`src/rtl/boreal_stim_scheduler.sv`:
```
// boreal_stim_scheduler
// Round-robin arbiter that shares one tVNS burst engine among N_REQ requesters.
// A pending requester is granted, a one-cycle trigger plus intensity is issued,
// the burst is tracked until the engine drops busy, and a refractory gap is
// enforced before the next dispatch.
//
// Ports:
//   clk, rst_n          clock, asynchronous active-low reset
//   enable              low blocks new dispatches (an in-flight burst completes)
//   req[N_REQ]          level requests, held until done/rej
//   req_intensity       8 bits per requester, requester i at [8i+7:8i]
//   req_done[N_REQ]     one-cycle pulse: granted burst completed
//   req_rej[N_REQ]      one-cycle pulse: zero intensity or engine ack timeout
//   engine_busy         burst-active flag from the engine
//   safety_active       engine interlock, blocks dispatch from IDLE only
//   trigger_out         one-cycle trigger to the engine
//   intensity_out       intensity to the engine, held until the next grant
//   grant_id            current or last granted requester
//   sched_busy          high whenever not IDLE
//   fault, fault_clr    sticky ack-timeout flag and its synchronous clear
module boreal_stim_scheduler #(
  parameter int unsigned N_REQ          = 3,
  parameter int unsigned REFRACT_CYCLES = 50_000_000,
  parameter int unsigned ACK_TIMEOUT    = 16
) (
  input  logic                 clk,
  input  logic                 rst_n,
  input  logic                 enable,
  input  logic [N_REQ-1:0]     req,
  input  logic [8*N_REQ-1:0]   req_intensity,
  output logic [N_REQ-1:0]     req_done,
  output logic [N_REQ-1:0]     req_rej,
  input  logic                 engine_busy,
  input  logic                 safety_active,
  output logic                 trigger_out,
  output logic [7:0]           intensity_out,
  output logic [1:0]           grant_id,
  output logic                 sched_busy,
  output logic                 fault,
  input  logic                 fault_clr
);

  localparam int unsigned IW = 8;
  localparam int unsigned TW = 32;
  localparam logic [TW-1:0] ACK_LAST     = TW'(ACK_TIMEOUT - 2);
  localparam logic [TW-1:0] REFRACT_LAST = TW'(REFRACT_CYCLES - 1);

  typedef enum logic [2:0] {
    S_IDLE,
    S_ISSUE,
    S_WAIT_BUSY,
    S_BURST,
    S_REFRACT
  } state_e;

  state_e          state_q, state_d;
  logic [TW-1:0]   timer_q, timer_d;
  logic [1:0]      rr_ptr_q, rr_ptr_d;
  logic [1:0]      grant_q, grant_d;
  logic [IW-1:0]   inten_q, inten_d;
  logic            trig_q, trig_d;
  logic [N_REQ-1:0] done_q, done_d;
  logic [N_REQ-1:0] rej_q, rej_d;
  logic            busy_q, busy_d;
  logic            fault_q, fault_d;

  // Requests and intensities padded to four slots so 2-bit indexing is always in range.
  logic [3:0]      req_pad;
  logic [31:0]     inten_pad;
  logic [IW-1:0]   inten_a [4];
  logic [1:0]      win_c;
  logic            win_vld_c;
  logic [1:0]      cand;

  always_comb begin
    req_pad   = 4'(req);
    inten_pad = 32'(req_intensity);
    for (int i = 0; i < 4; i++) begin
      inten_a[i] = inten_pad[8*i +: 8];
    end
  end

  // Round-robin search starting one past the last winner.
  always_comb begin
    win_c     = '0;
    win_vld_c = 1'b0;
    cand      = '0;
    for (int k = 1; k <= int'(N_REQ); k++) begin
      cand = 2'((int'(rr_ptr_q) + k) % int'(N_REQ));
      if (!win_vld_c && req_pad[cand]) begin
        win_c     = cand;
        win_vld_c = 1'b1;
      end
    end
  end

  // Next-state and registered-output decode.
  always_comb begin
    state_d  = state_q;
    timer_d  = timer_q;
    rr_ptr_d = rr_ptr_q;
    grant_d  = grant_q;
    inten_d  = inten_q;
    trig_d   = 1'b0;
    done_d   = '0;
    rej_d    = '0;
    fault_d  = fault_clr ? 1'b0 : fault_q;

    case (state_q)
      S_IDLE: begin
        if (enable && !safety_active && win_vld_c) begin
          rr_ptr_d = win_c;
          if (inten_a[win_c] == '0) begin
            rej_d = N_REQ'(4'b0001 << win_c);
          end else begin
            grant_d = win_c;
            inten_d = inten_a[win_c];
            trig_d  = 1'b1;
            state_d = S_ISSUE;
          end
        end
      end
      S_ISSUE: begin
        timer_d = '0;
        state_d = S_WAIT_BUSY;
      end
      S_WAIT_BUSY: begin
        // Compare against ACK_TIMEOUT-2 so rej lands ACK_TIMEOUT cycles after the trigger.
        if (engine_busy) begin
          state_d = S_BURST;
        end else if (timer_q == ACK_LAST) begin
          rej_d   = N_REQ'(4'b0001 << grant_q);
          fault_d = 1'b1;
          timer_d = '0;
          state_d = S_REFRACT;
        end else begin
          timer_d = timer_q + TW'(1);
        end
      end
      S_BURST: begin
        if (!engine_busy) begin
          done_d  = N_REQ'(4'b0001 << grant_q);
          timer_d = '0;
          state_d = S_REFRACT;
        end
      end
      S_REFRACT: begin
        if (timer_q == REFRACT_LAST) begin
          timer_d = '0;
          state_d = S_IDLE;
        end else begin
          timer_d = timer_q + TW'(1);
        end
      end
      default: state_d = S_IDLE;
    endcase

    busy_d = (state_d != S_IDLE);
  end

  // State and output registers.
  always_ff @(posedge clk or negedge rst_n) begin
    if (!rst_n) begin
      state_q  <= S_IDLE;
      timer_q  <= '0;
      rr_ptr_q <= 2'(N_REQ - 1);
      grant_q  <= '0;
      inten_q  <= '0;
      trig_q   <= 1'b0;
      done_q   <= '0;
      rej_q    <= '0;
      busy_q   <= 1'b0;
      fault_q  <= 1'b0;
    end else begin
      state_q  <= state_d;
      timer_q  <= timer_d;
      rr_ptr_q <= rr_ptr_d;
      grant_q  <= grant_d;
      inten_q  <= inten_d;
      trig_q   <= trig_d;
      done_q   <= done_d;
      rej_q    <= rej_d;
      busy_q   <= busy_d;
      fault_q  <= fault_d;
    end
  end

  assign trigger_out   = trig_q;
  assign intensity_out = inten_q;
  assign grant_id      = grant_q;
  assign req_done      = done_q;
  assign req_rej       = rej_q;
  assign sched_busy    = busy_q;
  assign fault         = fault_q;

endmodule

```
`config.mk`:
```
export PLATFORM = sky130hd
export DESIGN_NAME = boreal_stim_scheduler
export DESIGN_NICKNAME = d
export VERILOG_FILES = /design/src/rtl/boreal_stim_scheduler.sv
export SDC_FILE = /design/constraint.sdc
export NUM_CORES = 1
export LEC_CHECK = 0
export CAP_MARGIN = 20
export CORE_MARGIN = 4
export CORE_UTILIZATION = 60
export CTS_BUF_LIST = sky130_fd_sc_hd__clkbuf_4 sky130_fd_sc_hd__clkbuf_8
export CTS_CLUSTER_SIZE = 30
export DETAILED_ROUTE_END_ITERATION = 16
export DONT_BUFFER_PORTS = 1
export PLACE_DENSITY = 0.86
export SETUP_SLACK_MARGIN = 0.02
export SLEW_MARGIN = 15
export SYNTH_ARGS = -nofsm -noshare
export SYNTH_HDL_FRONTEND = slang
export SYNTH_SLANG_ARGS = --single-unit
```
`constraint.sdc`:
```
create_clock -name clk -period 4.46 [get_ports clk]
set_clock_uncertainty 0.05 [all_clocks]
set_input_delay 0.669 -clock clk [delete_from_list [all_inputs] [get_ports clk]]
set_output_delay 0.669 -clock clk [all_outputs]
set_load 0.005 [all_outputs]
```
==> out/results.tsv <==
metric	value	unit
Fmax	0.282	GHz
worst r2r src	rr_ptr_q[0]	
type of the most critical hold path	in -> async	
Ys Warns	0	
Reg power frac	0.324	
Placeable Area	5200	um2
Worst setup SP type	register	
CP delay by family, top	compound AO/OA/AOI/OAI gates	
std cell rows	26	
number of global-route vias before repair	2648	
die outline height	81.9	um
RR Endpoint	intensity_out[3]	
area grow syn2layout	7.11	%
ys flop type	dfrtp_1	
delay of the slowest critical-path stage	0.50	ns
worst-path fanout max	11	
WS Path Type	reg -> reg	
Syn Area/Cell	9.04	um2
internal power	1.24	mW
clk slew on worst S/H paths	0.10	ns
total die area	6700	um2
DP HPWL	5440	um
flops & latches, synth	56	
cell area after synthesis	3270	um2
slowest stage cell, crit path	a21boi_1	
status	completed	
utilization after layout	0.674	
r2r worst-path depth	11	
Worst Setup SP	rr_ptr_q[0]	
gr ovfl total	0	
initial drt markers	208	
worst-margin pin slew	0.828	ns
syn_nets	401	
Max-Cap Viols	0	
largest area contributor in the netlist	dfrtp_1	
WL met3	444	um
Netlist cell types	52	
GPL Wtd Cong	0.962	
later-pin clock latency in the skew report	0.31	ns
routed length on met2	3870	um
Comb pwr share	0.465	
CTS tree	yes	
Mapped Cells	362	
H-tree lvl count	2	
share of cells above drive strength 1	0.0831	
crit path DAT	3.69	ns
global-route wire length before repair	12900	um
Post-DRT Antenna Nets	0	
Clk network pwr share	0.211	
unrepaired setup endpoints after global routing	false	
Slew Viols, Final	0	
met1 wire length	3290	um
critical path depth	11	
Clock Sinks	56	
commonest non-fill, non-tap cell in the layout	dfrtp_1	
Post-synth EDFFs	0	
CP bufs+invs	2	
CP Cell Sequence	inv_1 > ha_1 > nor2b_1 > nor3_1 > o311a_4 > o21ai_1 > a21oi_1 > nor4_1 > a21boi_1 > buf_4 > mux2_2	
worst rel slew slack	0.447	
1st-pass router iterations	5	
vias per cell	6.52	
post-synth top area share	0.420	
top post-synthesis cells by area	dfrtp_1 (42%), o21ai_0 (5.5%), nor2_1 (5.0%)	
final hold viol count	0	
post-synthesis sequential area ratio	0.429	
CP required	4.61	ns
port buffer count	0	
DR DRC count	0	
fillers	404	
CTS max path bufs	2	
Resize count post-CTS	0	
Psw	0.878	mW
uppermost layer routed	met4	
sw frac	0.414	
Ports	52	
DR WL/cell	18.0	um
initial antenna violation count	0	
Leak	1.46	nW
Vias	2812	
min cycle time layout	3.54	ns
Final Cycle Share	0.794	
peak supply drop	0.343	mV
setup TNS	0	ns
Async S/R FF share, synth	1.00	
largest net degree at the start of global routing	56	
Total Nets Final	399	
final setup vio count	0	
pwr dens	605	nW/um2
Routed WL	7770	um
Initial Util	0.629	
GRT Total Usage	0.249	
TritonCTS Buffers	5	
worst setup path end	intensity_out[3]	
clk root buf	clkbuf_8	
CP Capture Type	register	
Die X	81.9	um
# diodes	0	
most frequent cells in the layout	dfrtp_1 (55), nor2_1 (44), o21ai_0 (36)	
R2R Setup Slk	0.92	ns
area by class of cell:
class | count | area, um2 | share of cell area
inverter | 7 | 26.3 | 0.00749
tap | 70 | 87.6 | 0.0250
clock inverter | 3 | 90.1 | 0.0257
multi-input combinational | 285 | 1770 | 0.506
timing repair buffer | 5 | 57.6 | 0.0164
clock buffer | 5 | 68.8 | 0.0196
sequential | 56 | 1400 | 0.400
metal layers:
metal,GRT usage,vias up
li1,-,1313
met1,0.339,1373
met2,0.414,109
met3,0.0384,17
met4,0.0681,0
met5,0,-
stage by stage:
step                      setup WS [ns]  hold WS [ns]  cells  power (mW)  cell area (um2)
after detailed placement           1.02         0.325    422        1.63             3320
final                             0.920         0.135    431        2.12             3510
after global placement             1.13         0.326    422        1.59             3320
after CTS                         0.997         0.129    431        2.10             3510
after floorplan                    1.49         0.323    362        1.44             3270
after global routing              0.666         0.120    431        2.24             3510
power by group through the flow:
| stage | registers, mW | logic (mW) | clock network (mW) |
|---|---|---|---|
| after floorplan | 0.657 | 0.779 | 0 |
| after global placement | 0.690 | 0.899 | 0 |
| after detailed placement | 0.696 | 0.938 | 0 |
| after CTS | 0.685 | 0.965 | 0.453 |
| after global routing | 0.697 | 1.07 | 0.471 |
| final | 0.687 | 0.986 | 0.447 |
synthesized netlist by cell type, types with 6 or more instances:
cell type	count
xor2_1	8
clkbuf_1	7
ha_1	6
a21oi_1	14
nand3_1	19
inv_1	7
and3_1	8
nor3_1	7
nand4_1	6
nor4_1	13
a31oi_1	8
nand2_1	29
nor2b_1	10
o21ai_0	36
nor2_1	44
o31ai_1	11
dfrtp_1	55
nand2b_1	6
mux2_4	7
kinds of logic after synthesis:
kind of cell,count (synthesis),share of synthesized area
AND/OR/NAND/NOR,158,0.242
AO/OA/AOI/OAI,95,0.188
flip-flops,56,0.429
buffers and inverters,21,0.0313
multiplexers,14,0.0547
XOR/XNOR,12,0.0321
adder cells (fa/ha/maj),6,0.0229
flip-flops by register name, indices dropped and copies added (netlist names):
signal and flops:
req_rej 3, trigger_out 1, req_done 3, sched_busy 1, timer_q 32, grant_id 2
fault 1, intensity_out 8, state_q 3, rr_ptr_q 2
worst min path at each step:
stage,to
2_1_floorplan,fault
3_3_place_gp,intensity_out[6]
3_5_place_dp,intensity_out[1]
4_1_cts,rr_ptr_q[1]
5_1_grt,rr_ptr_q[1]
6_report,rr_ptr_q[1]
what timing repair did:
action                    in CTS  in global routing
buffers inserted               0                  0
hold endpoints to repair      55                  0
hold buffers                   1                  0
(Power assumes the default switching activity.)
